File: src/rtl/fpdiv16_iter.sv
// Iterative binary16 divider (Quotient = A / B): radix-2 restoring divide, one quotient bit per cycle.
// Latency 14 cycles from the start-capture edge (2 for special operands); one operation in flight.
// Build option FPDIV_RNE_EN: defined -> round to nearest even, undefined -> truncate toward zero.
module fpdiv16_iter #(
  parameter int WIDTH = 16,
  parameter int QBITS = 12
) (
  input  logic             clk,
  input  logic             rst_n,
  input  logic             start,
  input  logic [WIDTH-1:0] A,
  input  logic [WIDTH-1:0] B,
  output logic             busy,
  output logic             valid_out,
  output logic [WIDTH-1:0] Quotient,
  output logic             overflow,
  output logic             underflow,
  output logic             div_by_zero
);

  typedef enum logic [1:0] {S_IDLE, S_PREP, S_DIV, S_ROUND} state_t;

  state_t                  state_q;
  logic [WIDTH-1:0]        a_q, b_q;
  logic                    sign_q;
  logic signed [6:0]       exp_q;
  logic [11:0]             rem_q;
  logic [10:0]             mb_q;
  logic [QBITS-1:0]        quo_q;
  logic [3:0]              cnt_q;
  logic                    special_q, spec_dz_q;
  logic [WIDTH-1:0]        spec_res_q;
  logic                    busy_q, valid_q, ovf_q, unf_q, dz_q;
  logic [WIDTH-1:0]        quot_q;

  // Operand decode, biased exponent difference and special-case selection for PREP
  logic              sign_d, a_zero, b_zero, a_inf, b_inf, a_nan, b_nan, a_lt_b;
  logic [10:0]       ma, mb;
  logic signed [6:0] exp_raw;
  logic              special_d, spec_dz_d;
  logic [WIDTH-1:0]  spec_res_d;
  always_comb begin
    sign_d     = a_q[15] ^ b_q[15];
    a_zero     = (a_q[14:10] == 5'd0);
    b_zero     = (b_q[14:10] == 5'd0);
    a_inf      = (a_q[14:10] == 5'd31) && (a_q[9:0] == 10'd0);
    b_inf      = (b_q[14:10] == 5'd31) && (b_q[9:0] == 10'd0);
    a_nan      = (a_q[14:10] == 5'd31) && (a_q[9:0] != 10'd0);
    b_nan      = (b_q[14:10] == 5'd31) && (b_q[9:0] != 10'd0);
    ma         = {1'b1, a_q[9:0]};
    mb         = {1'b1, b_q[9:0]};
    a_lt_b     = (ma < mb);
    exp_raw    = $signed({2'b00, a_q[14:10]}) - $signed({2'b00, b_q[14:10]}) + 7'sd15;
    special_d  = 1'b1;
    spec_dz_d  = 1'b0;
    spec_res_d = 16'h7E00;
    if (a_nan || b_nan || (a_zero && b_zero) || (a_inf && b_inf)) begin
      spec_res_d = 16'h7E00;
    end else if (a_inf) begin
      spec_res_d = {sign_d, 15'h7C00};
    end else if (b_inf || a_zero) begin
      spec_res_d = {sign_d, 15'h0000};
    end else if (b_zero) begin
      spec_res_d = {sign_d, 15'h7C00};
      spec_dz_d  = 1'b1;
    end else begin
      special_d  = 1'b0;
    end
  end

  // One restoring-division step: subtract divisor when it fits, then shift remainder
  logic        q_bit;
  logic [11:0] rem_sub, rem_d;
  always_comb begin
    q_bit   = (rem_q >= {1'b0, mb_q});
    rem_sub = q_bit ? (rem_q - {1'b0, mb_q}) : rem_q;
    rem_d   = rem_sub << 1;
  end

  // Rounding of the 11-bit significand, carry renormalisation and range classification
  logic              rnd_up;
  logic [11:0]       sig_r;
  logic [9:0]        frac_r;
  logic signed [6:0] exp_r;
  always_comb begin
`ifdef FPDIV_RNE_EN
    rnd_up = quo_q[0] & ((|rem_q) | quo_q[1]);
`else
    rnd_up = 1'b0;
`endif
    sig_r  = {1'b0, quo_q[QBITS-1:1]} + {11'd0, rnd_up};
    frac_r = sig_r[11] ? sig_r[10:1] : sig_r[9:0];
    exp_r  = exp_q + (sig_r[11] ? 7'sd1 : 7'sd0);
  end

  // Control FSM with datapath state and registered outputs
  always_ff @(posedge clk or negedge rst_n) begin
    if (!rst_n) begin
      state_q    <= S_IDLE;
      a_q        <= '0;
      b_q        <= '0;
      sign_q     <= 1'b0;
      exp_q      <= '0;
      rem_q      <= '0;
      mb_q       <= '0;
      quo_q      <= '0;
      cnt_q      <= '0;
      special_q  <= 1'b0;
      spec_dz_q  <= 1'b0;
      spec_res_q <= '0;
      busy_q     <= 1'b0;
      valid_q    <= 1'b0;
      quot_q     <= '0;
      ovf_q      <= 1'b0;
      unf_q      <= 1'b0;
      dz_q       <= 1'b0;
    end else begin
      valid_q <= 1'b0;
      case (state_q)
        S_IDLE: begin
          if (start) begin
            a_q     <= A;
            b_q     <= B;
            busy_q  <= 1'b1;
            state_q <= S_PREP;
          end
        end
        S_PREP: begin
          sign_q     <= sign_d;
          special_q  <= special_d;
          spec_res_q <= spec_res_d;
          spec_dz_q  <= spec_dz_d;
          mb_q       <= mb;
          // Pre-scale the dividend so the quotient lands in [1,2)
          rem_q      <= a_lt_b ? {ma, 1'b0} : {1'b0, ma};
          exp_q      <= a_lt_b ? (exp_raw - 7'sd1) : exp_raw;
          quo_q      <= '0;
          cnt_q      <= '0;
          state_q    <= special_d ? S_ROUND : S_DIV;
        end
        S_DIV: begin
          rem_q <= rem_d;
          quo_q <= {quo_q[QBITS-2:0], q_bit};
          cnt_q <= cnt_q + 4'd1;
          if (cnt_q == 4'(QBITS - 1)) state_q <= S_ROUND;
        end
        S_ROUND: begin
          valid_q <= 1'b1;
          busy_q  <= 1'b0;
          ovf_q   <= 1'b0;
          unf_q   <= 1'b0;
          dz_q    <= 1'b0;
          if (special_q) begin
            quot_q <= spec_res_q;
            dz_q   <= spec_dz_q;
          end else if (exp_r >= 7'sd31) begin
            quot_q <= {sign_q, 15'h7C00};
            ovf_q  <= 1'b1;
          end else if (exp_r <= 7'sd0) begin
            quot_q <= {sign_q, 15'h0000};
            unf_q  <= 1'b1;
          end else begin
            quot_q <= {sign_q, exp_r[4:0], frac_r};
          end
          state_q <= S_IDLE;
        end
        default: state_q <= S_IDLE;
      endcase
    end
  end

  assign busy        = busy_q;
  assign valid_out   = valid_q;
  assign Quotient    = quot_q;
  assign overflow    = ovf_q;
  assign underflow   = unf_q;
  assign div_by_zero = dz_q;

endmodule

File: config.mk
export PLATFORM = sky130hd
export DESIGN_NAME = fpdiv16_iter
export DESIGN_NICKNAME = d
export VERILOG_FILES = /design/src/rtl/fpdiv16_iter.sv
export SDC_FILE = /design/constraint.sdc
export NUM_CORES = 1
export LEC_CHECK = 0
export ABC_CLOCK_PERIOD_IN_PS = 5850
export CAP_MARGIN = 20
export CELL_PAD_IN_SITES_DETAIL_PLACEMENT = 0
export CELL_PAD_IN_SITES_GLOBAL_PLACEMENT = 1
export CORE_ASPECT_RATIO = 1.2
export CORE_MARGIN = 1.5
export CORE_UTILIZATION = 54
export CTS_BUF_LIST = sky130_fd_sc_hd__clkbuf_16
export DETAILED_ROUTE_END_ITERATION = 7
export DONT_BUFFER_PORTS = 1
export PLACE_DENSITY = 0.87
export SKIP_LAST_GASP = 1
export SYNTH_ARGS = -nofsm -noshare
export SYNTH_HDL_FRONTEND = slang
export SYNTH_SLANG_ARGS = --single-unit
File: constraint.sdc
create_clock -name clk -period 5.85 [get_ports clk]
set_input_delay 0.8775 -clock clk [delete_from_list [all_inputs] [get_ports clk]]
set_output_delay 0.8775 -clock clk [all_outputs]
set_load 0.005 [all_outputs]
==> impl_results.md <==
* R2R Setup Slk at 2.54 ns
* Residual DRC count at 0
* Crit-path slowest cell: a2111oi_0
* # nets final at 644
* Clk_skew at 0.007073 ns
* Worst Path Required at 6.03 ns
* # IOs at 56
* Routed len/inst at 16.41 um
* Cts hold-fix bufs at 0
* Slew margin rel. at 36.57%
* Worst slew pin tran at 0.9275 ns
* Core outline area at 0.01057 sq mm
* Share of the cycle needed by the critical path after routing at 56.54%
* Global-route wire length before repair at 19950 um
* Gates resized, CTS repair at 0
* Share of cells above drive strength 1 at 11.21%
* I/O Buffers at 0
* Worst R2R Path Depth at 9
* Delay-heaviest family, CP: compound AO/OA/AOI/OAI gates
* Capturing point of the worst reg2reg path: rem_q[3]$_DFFE_PN0P_
* Number of flops mapped to enable cells by yosys at 0
* Die area at 0.01150 sq mm
* Worst min path class: in -> async
* Core Rows at 41
* Routed Antenna Nets at 0
* Clock insertion delay at the later pin of the skew report at 0.34 ns
* Grt ovf at 0
* Yosys top cell area share at 45.20%
* Reg clk slew, reported paths at 0.07 ns
* HPWL Detailed at 8438 um
* Min Tclk post-route at 3.308 ns
* Vias in the first global route at 4155
* Chip Width at 98.16 um
* Max-cap viol count at 0
* H-tree Lvls at 3
* CTS sink count at 106
* Fill count at 905
* Synth unique cells at 62
* Gr usage total at 21.75%
* # Post-CTS Setup Buffers at 0
* Most frequent cell after synthesis: dfrtp_1
* Ant diodes at 0
* CP bufs+invs at 1
* Synthesized Nets at 654
* Iter 0 DRT Violations at 250
* CTS Root Cell: clkbuf_16
* Most instantiated cells after synthesis: dfrtp_1, inv_1, o21ai_0, mux2_2, nor2_1
* WL final at 11630 um
* CTS tree: done
* Highest clock rate at 302.3 MHz
* Crit-path cells: inv_1 -> ha_1 -> o21a_1 -> o21ai_0 -> a2111oi_0 -> or2_1 -> mux2_1 -> o22ai_1 -> a31oi_1
* Critical path peak fanout at 16
* Setup violators final at 0
* Initial Util at 55.53%
* Post-Synthesis Cell Area at 0.005868 sq mm
* RSZ-0062 raised after global routing: false
* CP peak stage delay at 0.85 ns
* Worst EP arrival at 3.48 ns
* Synthesized area per cell at 10.03 sq um
* Largest area contributor in the netlist: dfrtp_1
* Die H at 117.2 um
* Largest net degree at the start of global routing at 107
* Synth warn at 0
* Initial antenna violation count at 0
* Outcome: complete, no violations
* Register area share after synthesis at 45.20%
* CP Launch Type: flop
* Synth area leaders: dfrtp_1, mux2_2, ha_1
* Routability cong. at 0.8765
* CP endpoint kind: flop
* Detailed Routing Iterations Pass 1 at 5
* Final setup TNS at 0 ns
* Fin. Hold Viols at 0
* Main flop type after synthesis: dfrtp_1
* Slew Limit Fails at 0
* Async SR Flop Fraction at 100.0%
* Flops & latches, synth at 106
* Via density at 5.904
* Cts bufs inserted at 9
* Clk buf depth at 2
* Cells after Synth at 585
* Synth-to-layout area growth at 6.418%
* Via total after detailed routing at 4186
* Critical path depth at 9
* Crit Path Class: reg -> reg
* Reg2reg start: b_q[2]$_DFFE_PN0P_
[through the flow]
stage               hold WS, ns  utilization, %  instance area (sq um)  cells  setup slack (ns)
floorplan                0.4396               -                   5868    585             3.446
global placement         0.4565           56.20                   5939    692             2.471
detailed placement       0.4641           56.31                   5951    693             2.497
CTS                      0.2171           59.09                   6245    709             2.468
global route             0.2082           59.09                   6245    709             2.270
finish                   0.2225           59.09                   6245    709             2.542
[registers in the layout, summed over array words and instances (netlist names)]
signal and count:
busy 1, sign_q 1, overflow 1, spec_dz_q 1, spec_res_q 3, state_q 2
div_by_zero 1, mb_q 11, valid_out 1, underflow 1, b_q 16, special_q 1
quo_q 11, a_q 16, Quotient 16, exp_q 7, cnt_q 4, rem_q 12
[metal layers]
layer	part of all wire (%)	routed length (um)	global-route usage [%]
met5	0	0	0
met4	1.4	162	6.854
met3	5.1	596	4.988
met2	47	5525	36.32
met1	46	5348	28.55
[cell type report]
class	count	area [sq um]	share of cell area (%)
multi-input cells	402	2908	46.56
flip-flops and latches	106	2653	42.48
clock buffers	9	225.2	3.606
inverters	52	195.2	3.126
well taps	129	161.4	2.585
clock inverters	7	68.82	1.102
repair buffers	4	33.78	0.5410
[worst reg2reg max path, cell delays in order, from the launching register on]
cell and delay [ns]:
dfrtp_1 0.41, inv_1 0.08, ha_1 0.28, o21a_1 0.10, o21ai_0 0.08, a2111oi_0 0.85, or2_1 0.75, mux2_1 0.42
o22ai_1 0.12, a31oi_1 0.06
[worst max path at each step]
stage	startpoint	to	slack (ns)
after floorplan	a_q[10]$_DFFE_PN0P_	exp_q[3]$_DFFE_PN0N_	3.45
after global placement	b_q[2]$_DFFE_PN0P_	rem_q[7]$_DFFE_PN0P_	2.47
after detailed placement	b_q[2]$_DFFE_PN0P_	rem_q[7]$_DFFE_PN0P_	2.50
after CTS	b_q[2]$_DFFE_PN0P_	rem_q[7]$_DFFE_PN0P_	2.47
after global routing	b_q[2]$_DFFE_PN0P_	rem_q[9]$_DFFE_PN0P_	2.27
final	b_q[2]$_DFFE_PN0P_	rem_q[3]$_DFFE_PN0P_	2.54
[kinds of logic after synthesis]
kind of cell / after synthesis / synth area share [%]
xor gates and xnor gates: 19 / 2.836
and+or+nand+nor: 156 / 13.60
adders and majority gates: 34 / 7.505
buffers and inverters: 77 / 5.245
muxes: 62 / 11.56
AOI/OAI and AO/OA: 131 / 14.05
DFF: 106 / 45.20
[cell usage in the layout (no fill, tap or decap), types with 7 or more instances in the layout]
master	n
a21oi_1	26
a22o_1	10
a31oi_1	7
clkbuf_16	9
dfrtp_1	106
ha_1	32
inv_1	53
mux2_2	41
mux2i_1	16
nand2_1	30
nand2b_1	10
nand3_1	22
nor2_1	40
nor2b_1	9
nor3_1	7
o21ai_0	45
xnor2_1	13
Power is not shown: default switching activity piles up to over one toggle a cycle in this logic, so the estimate is an artifact.
